File: src/rtl/multicycle_ctrl.sv
// Multicycle ARM-subset controller: main FSM, ALU decode, NZCV flag register and
// condition check driving the datapath enables and mux selects.
module multicycle_ctrl (
  input  logic        clk,
  input  logic        reset,
  input  logic [19:0] Instr,
  input  logic [3:0]  ALUFlags,
  input  logic        MemReady,
  output logic        PCWrite,
  output logic        IRWrite,
  output logic        RegWrite,
  output logic        MemWrite,
  output logic        MemB,
  output logic        AdrSrc,
  output logic [1:0]  ResultSrc,
  output logic [1:0]  ALUSrcA,
  output logic [1:0]  ALUSrcB,
  output logic [1:0]  ImmSrc,
  output logic [1:0]  RegSrc,
  output logic [2:0]  ALUControl,
  output logic [3:0]  State
);

  typedef enum logic [3:0] {
    StFetch  = 4'd0,
    StDecode = 4'd1,
    StMemAdr = 4'd2,
    StMemRd  = 4'd3,
    StMemWb  = 4'd4,
    StMemWr  = 4'd5,
    StExecR  = 4'd6,
    StExecI  = 4'd7,
    StAluWb  = 4'd8,
    StBranch = 4'd9
  } state_e;

  localparam logic [2:0] AluAdd = 3'b000;
  localparam logic [2:0] AluSub = 3'b001;
  localparam logic [2:0] AluAnd = 3'b010;
  localparam logic [2:0] AluOrr = 3'b011;
  localparam logic [2:0] AluEor = 3'b100;

  state_e      state_q, state_d;
  logic [3:0]  flags_q, flags_d;

  logic [3:0]  cond;
  logic [1:0]  op;
  logic [5:0]  funct;
  logic [3:0]  rd;
  logic        unused_instr;

  logic        cond_ex;
  logic [2:0]  alu_op;
  logic        alu_mov;
  logic        alu_arith;
  logic        no_write;
  logic        in_exec;

  assign cond  = Instr[19:16];
  assign op    = Instr[13:12];
  assign funct = Instr[11:6];
  assign rd    = Instr[3:0];
  assign unused_instr = ^{Instr[15:14], Instr[5:4]};

  assign State    = state_q;
  assign in_exec  = (state_q == StExecR) || (state_q == StExecI);
  // CMP and TST only set flags, they never write a register.
  assign no_write = (funct[4:1] == 4'b1010) || (funct[4:1] == 4'b1000);

  // Condition is checked against the stored flags so an S-instruction's own
  // update cannot change whether it executes.
  always_comb begin
    cond_ex = 1'b0;
    case (cond)
      4'b0000: cond_ex = flags_q[2];
      4'b0001: cond_ex = ~flags_q[2];
      4'b0010: cond_ex = flags_q[1];
      4'b0011: cond_ex = ~flags_q[1];
      4'b0100: cond_ex = flags_q[3];
      4'b0101: cond_ex = ~flags_q[3];
      4'b0110: cond_ex = flags_q[0];
      4'b0111: cond_ex = ~flags_q[0];
      4'b1000: cond_ex = flags_q[1] & ~flags_q[2];
      4'b1001: cond_ex = ~flags_q[1] | flags_q[2];
      4'b1010: cond_ex = (flags_q[3] == flags_q[0]);
      4'b1011: cond_ex = (flags_q[3] != flags_q[0]);
      4'b1100: cond_ex = ~flags_q[2] & (flags_q[3] == flags_q[0]);
      4'b1101: cond_ex = flags_q[2] | (flags_q[3] != flags_q[0]);
      4'b1110: cond_ex = 1'b1;
      default: cond_ex = 1'b0;
    endcase
  end

  always_comb begin
    alu_op    = AluAdd;
    alu_mov   = 1'b0;
    alu_arith = 1'b1;
    case (funct[4:1])
      4'b0010, 4'b1010: alu_op = AluSub;
      4'b0000, 4'b1000: begin
        alu_op    = AluAnd;
        alu_arith = 1'b0;
      end
      4'b1100: begin
        alu_op    = AluOrr;
        alu_arith = 1'b0;
      end
      4'b0001: begin
        alu_op    = AluEor;
        alu_arith = 1'b0;
      end
      4'b1101: begin
        alu_mov   = 1'b1;
        alu_arith = 1'b0;
      end
      default: alu_op = AluAdd;
    endcase
  end

  always_comb begin
    flags_d = flags_q;
    if (in_exec && cond_ex && funct[0]) begin
      flags_d[3:2] = ALUFlags[3:2];
      if (alu_arith) begin
        flags_d[1:0] = ALUFlags[1:0];
      end
    end
  end

  always_comb begin
    state_d    = state_q;
    PCWrite    = 1'b0;
    IRWrite    = 1'b0;
    RegWrite   = 1'b0;
    MemWrite   = 1'b0;
    MemB       = 1'b0;
    AdrSrc     = 1'b0;
    ResultSrc  = 2'b00;
    ALUSrcA    = 2'b00;
    ALUSrcB    = 2'b00;
    ImmSrc     = 2'b00;
    RegSrc     = 2'b00;
    ALUControl = AluAdd;
    case (state_q)
      StFetch: begin
        ALUSrcA   = 2'b01;
        ALUSrcB   = 2'b10;
        ResultSrc = 2'b10;
        IRWrite   = MemReady;
        PCWrite   = MemReady;
        state_d   = MemReady ? StDecode : StFetch;
      end
      StDecode: begin
        ALUSrcA   = 2'b01;
        ALUSrcB   = 2'b10;
        ResultSrc = 2'b10;
        case (op)
          2'b01:   state_d = StMemAdr;
          2'b10:   state_d = StBranch;
          2'b00:   state_d = funct[5] ? StExecI : StExecR;
          default: state_d = StFetch;
        endcase
      end
      StMemAdr: begin
        ALUSrcB = 2'b01;
        ImmSrc  = 2'b01;
        state_d = funct[0] ? StMemRd : StMemWr;
      end
      StMemRd: begin
        AdrSrc  = 1'b1;
        MemB    = funct[2];
        state_d = MemReady ? StMemWb : StMemRd;
      end
      StMemWb: begin
        ResultSrc = 2'b01;
        RegWrite  = cond_ex;
        state_d   = StFetch;
      end
      StMemWr: begin
        AdrSrc   = 1'b1;
        RegSrc   = 2'b10;
        MemB     = funct[2];
        MemWrite = cond_ex;
        state_d  = MemReady ? StFetch : StMemWr;
      end
      StExecR, StExecI: begin
        ALUSrcA    = alu_mov ? 2'b10 : 2'b00;
        ALUSrcB    = (state_q == StExecI) ? 2'b01 : 2'b00;
        ALUControl = alu_op;
        state_d    = StAluWb;
      end
      StAluWb: begin
        RegWrite = cond_ex & ~no_write;
        PCWrite  = cond_ex & ~no_write & (rd == 4'hF);
        state_d  = StFetch;
      end
      StBranch: begin
        ALUSrcA   = 2'b01;
        ALUSrcB   = 2'b01;
        ImmSrc    = 2'b10;
        RegSrc    = 2'b01;
        ResultSrc = 2'b10;
        PCWrite   = cond_ex;
        state_d   = StFetch;
      end
      default: state_d = StFetch;
    endcase
    // Architectural writes are suppressed for the whole reset cycle.
    if (reset) begin
      PCWrite  = 1'b0;
      IRWrite  = 1'b0;
      RegWrite = 1'b0;
      MemWrite = 1'b0;
    end
  end

  always_ff @(posedge clk) begin
    if (reset) begin
      state_q <= StFetch;
      flags_q <= 4'b0000;
    end else begin
      state_q <= state_d;
      flags_q <= flags_d;
    end
  end

endmodule

File: config.mk
export PLATFORM = sky130hd
export DESIGN_NAME = multicycle_ctrl
export DESIGN_NICKNAME = d
export VERILOG_FILES = /design/src/rtl/multicycle_ctrl.sv
export SDC_FILE = /design/constraint.sdc
export NUM_CORES = 1
export LEC_CHECK = 0
export CORE_MARGIN = 4
export CORE_UTILIZATION = 42
export DETAILED_ROUTE_END_ITERATION = 16
export PLACE_DENSITY = 0.86
export SLEW_MARGIN = 20
export SYNTH_ARGS = -nofsm -noshare
export SYNTH_HDL_FRONTEND = slang
export SYNTH_SLANG_ARGS = --single-unit
File: constraint.sdc
create_clock -name clk -period 6.6 [get_ports clk]
set_clock_uncertainty 0.1 [all_clocks]
set_input_delay 1.32 -clock clk [delete_from_list [all_inputs] [get_ports clk]]
set_output_delay 1.32 -clock clk [all_outputs]
set_load 0.02 [all_outputs]
### Word level (Yosys, flattened, before mapping)

Index checks and enable logic that the tools add are counted.

| storage, ports and cells | value |
|---|---|
| register bits | 8 |
| input port bits | 27 |
| output and inout port bits | 23 |
| logic and storage cells | 94 |

| cells by class | value |
|---|---|
| equal/unequal tests | 34 |
| mux-type cells | 28 |
| bitwise gates (word level) | 12 |
| reduce and logical (&&, ||, !) cells | 17 |

Operator list:

| operator | number |
|---|---|
| == test 4 bit, second input constant | 14 |
| == test 4 x 3 -> 1 bit, second input constant | 8 |
| one-hot mux 4 bit (6 select lines) | 1 |
| == test 4 x 2 -> 1 bit, second input constant | 5 |
| one-hot mux 2 bit (2 select lines) | 4 |
| one-hot mux 1 bit (15 select lines) | 1 |
| == test 4 x 1 -> 1 bit, second input constant | 3 |
| logical NOT 4 bit | 3 |
| 2-to-1 mux 1 bit | 12 |
| 2-to-1 mux 3 bit | 4 |
| one-hot mux 3 bit (4 select lines) | 1 |
| one-hot mux 4 bit (3 select lines) | 1 |
| OR reduction 2 bit | 6 |
| inverter 1 bit | 6 |
| one-hot mux 2 bit (3 select lines) | 1 |
| OR reduction 5 bit | 1 |
| bitwise AND 1 bit | 4 |
| one-hot mux 1 bit (3 select lines) | 1 |
| OR reduction 3 bit | 1 |
| == test 2 x 1 -> 1 bit, second input constant | 1 |
| == test 2 bit, second input constant | 1 |
| logical AND 1 bit | 2 |
| logical NOT 2 bit | 1 |
| logical OR 1 bit | 2 |
| other kinds (6) | 7 |

### Longest topological paths before layout

| logic depth | value |
|---|---|
| word-level depth | 7 |
| gate-level depth with buffers | 6 |
| gate-level depth less buffers | 5 |

### Least setup slack after synthesis

OpenSTA, ideal clock, no wires.

| timing | value |
|---|---|
| kind | in2out |
| start | input port Instr[18] |
| end | output port MemWrite |
| data arrival time | 2889 ps |
| data required time | 5180 ps |
| slack | 2291 ps |
| stages | 6 |
| buffers on the path | 1 |
| cell sequence | buf_6 -> and2_4 -> or4b_4 -> a311oi_4 -> nor3_1 -> nor4_2 |

| between the ends | value |
|---|---|
| longest elaborated chain between the ends | 4 |
| elaborated cells between the ends (all ways) | 18 |
| classes of those cells | 14 x eq/ne; 3 x mux; 1 x reduce/logical |

RTL lines:

| what | line | text |
|---|---|---|
| start: declaration | 6 | `input logic [19:0] Instr,` |
| == test 4 bit, or another cell as far along | 74 | `case (cond)` |
| one-hot mux 1 bit (15 select lines) * | 74 |  |
| 2-to-1 mux 1 bit * | 144 | `case (state_q)` |
| 2-to-1 mux 1 bit * | 209 | `if (reset) begin` |
| end: declaration | 12 | `output logic MemWrite,` |

Mark *: on every way between the ends. The rest lies on a longest branch, timed or not.

### Final worst setup path

Ends and elaborated chain as after synthesis.

==> run metrics <==
status=complete, no violations; diodes inserted=0; I/O pin cnt=50; PortBufs=45; crit path max fanout=9; syn nets=151; register-to-register setup slack=4810 ps; crit path DAT=3920 ps; delay-heaviest family, CP=buffers and inverters; Avg Cell Area, Syn=7.47 sq um; root buf cell=clkbuf_4; CP startpoint kind=input port; Synth Cell Area=926 sq um; number of nets with antenna violations after routing=0; Reg2Reg Capture Point=flags_q[1]; WHS=437 ps; post-synthesis adder-cell area fraction=0%; die footprint=0.00302 sq mm; all-layer global routing usage=17.5%; postcts setup bufs=0; total grt overflow=0; largest family of logic cells by synthesized area=simple AND/OR/NAND/NOR gates; reg2reg start=State[2]; FF-to-FF path depth=5; ranking of synthesized cells by area=dfxtp_1, nand2b_1, mux2i_1; Ys Warns=0; switching part of the total=33.1%; Synth-to-Final Area Change=51.1%; Synth Area in Compound Gates=21.2%; routed wire length=2.57 mm; Initial DRT Pass Iterations=4; htree depth=1; Initial Utilization=45.8%; Via density=5.44; worst-path cell chain=clkdlybuf4s50_1 -> and2_4 -> or4b_4 -> a311oi_4 -> nor3_1 -> nor4_2 -> clkdlybuf4s50_1; top_reg_cell synth=dfxtp_1; Yosys cell types=46; first-pass GRT wire length=3.98 mm; WP buf/inv=2; most frequent cell after synthesis=nand2b_1; Num CTS Buffers=3; worst hold path endpoint=flags_q[1]; EDFF count, synth=0; number of global-route vias before repair=927; Synth async-reset ratio=0%; largest net degree at the start of global routing=15; XOR/XNOR Fraction of Synth Area=3.78%; DIE WIDTH=55.0 microns; RSZ-0062 raised after global routing=false; RD Place Congestion=0.887; worst min-delay path class=reg -> reg; Max-cap violations=0; final setup margin=1260 ps; latest clock arrival within the worst-skew pair=250 ps; Logic pwr share=42.2%; sequential area share after synthesis=17.3%; Die Span Y=55.0 microns; kind of critical path=in -> out; CTS sink cnt=8; Synth top area share=17.3%; max-slew violations=0; Total Neg Setup Slack=0 ps; Clock transition at path regs=50 ps; Max Freq=0.187 GHz; # setup viols final=0; fin crit share=80.9%; mux share of post-synthesis cell area=7.70%; Resized Gates After CTS=0; crit path capture type=primary output; #FFs+latches synth=8; deepest clock path buffer count=2; Placement Rows=16; DR WL/cell=13.4 microns; cell taking the most area after synthesis=dfxtp_1; worst hold start=flags_q[1]; crit path time final=5340 ps; Int Pwr=0.000105 W; most frequent cells after synthesis=nand2b_1, nand2_1, dfxtp_1, nor2_1, nor3_1; core area=0.00202 sq mm; Worst Max-Slew Pin Slew=470 ps; initial antenna violation count=0; leak pwr=0.523 nW; power share of the clock group=23.4%; hold depth=2; Post-Place Worst Slack=1250 ps; total chip power=0.000157 W; switching power total=0.0000519 W; Final #Nets=194; Crit-path slowest cell=clkdlybuf4s50_1; Final Hold Fails=0; Top cell by count, worst path=clkdlybuf4s50_1; post-synthesis simple-gate area fraction=43.5%; drt drc=0; maximum vdd drop=0.0000966 V; Worst slew margin=68.4%; CTS tree=yes; DRT iter0 DRCs=25; Worst Path Required=5180 ps; placed wire-length estimate=2.06 mm; P per Cell Area=112 mW/mm^2; share of layout cells above drive strength 1=8.48%; routed via count=1,044; Cells after Synth=124; register share of total power=34.4%; CTS Hold Bufs=0; CP max stage delay=660 ps
==> cell usage in the layout (no fill, tap or decap), types with 2 or more instances in the layout <==
master	instances
o31a_1	2
mux2i_1	6
and2_1	2
o31ai_2	2
clkdlybuf4s50_1	45
and3b_1	2
nor4_1	2
o21ai_1	2
o21ai_0	4
xor2_1	3
a21oi_1	4
nor3b_1	5
nor2b_1	5
nor2_1	8
nand2b_1	12
nor3_1	8
dfxtp_1	8
nand3_1	2
nand2_1	9
or2_1	2
inv_1	6
clkbuf_4	3
==> worst reg2reg max path: cells and delay by family (launching register included) <==
family / cells / cell delay (ps)
AND/OR/NAND/NOR: 2 / 550
AO/OA/AOI/OAI: 2 / 290
flip-flops: 1 / 610
multiplexers: 1 / 130
==> logic make-up (layout without fill, tap and decap cells) <==
group | Yosys count | after routing
AND/OR/NAND/NOR | 67 | 67
buffers and inverters | 14 | 55
XOR/XNOR | 4 | 4
flip-flops | 8 | 8
multiplexers | 7 | 7
AO/OA/AOI/OAI | 24 | 24
==> worst max-delay path by stage <==
stage / from / to / slack [ps] / cells past startpoint
floorplan: Instr[18] / MemWrite / 2290 / 6
global placement: Instr[18] / PCWrite / 1360 / 7
detailed placement: Instr[18] / MemWrite / 1250 / 7
CTS: Instr[18] / MemWrite / 1250 / 7
global route: Instr[18] / MemWrite / 1190 / 7
finish: Instr[18] / MemWrite / 1260 / 7
==> per-stage QoR <==
stage               area, sq um  cells  util, %
floorplan                   926    124        -
global placement           1380    189     68.1
CTS                        1400    192     69.2
detailed placement         1380    189     68.1
finish                     1400    192     69.2
global route               1400    192     69.2
==> routing by layer <==
layer / vias to the layer above / GRT usage (%) / routed length (microns)
met5: - / 0 / 0
met4: 0 / 4.86 / 0
met2: 34 / 29.1 / 1200
met3: 0 / 2.41 / 167
met1: 481 / 23.4 / 1200
li1: 529 / - / -
==> power groups by stage <==
stage | clock [W] | sequential (W) | combinational (W)
4_1_cts | 0.0000383 | 0.0000539 | 0.0000664
5_1_grt | 0.0000412 | 0.0000544 | 0.0000710
3_5_place_dp | 0 | 0.0000549 | 0.0000661
3_3_place_gp | 0 | 0.0000548 | 0.0000646
6_report | 0.0000368 | 0.0000540 | 0.0000662
2_1_floorplan | 0 | 0.0000534 | 0.0000365
==> sequential cells by signal (all words and copies together), names as in the netlist <==
name / count
State: 4
flags_q: 4
==> final cells by class <==
type | count | area (sq um)
multi-input combinational | 102 | 706
fill | 166 | 623
timing repair buffer | 45 | 450
sequential | 8 | 160
tap | 27 | 33.8
inverter | 7 | 26.3
clock buffer | 3 | 22.5
No activity file was read; power rests on OpenSTA's default activity.
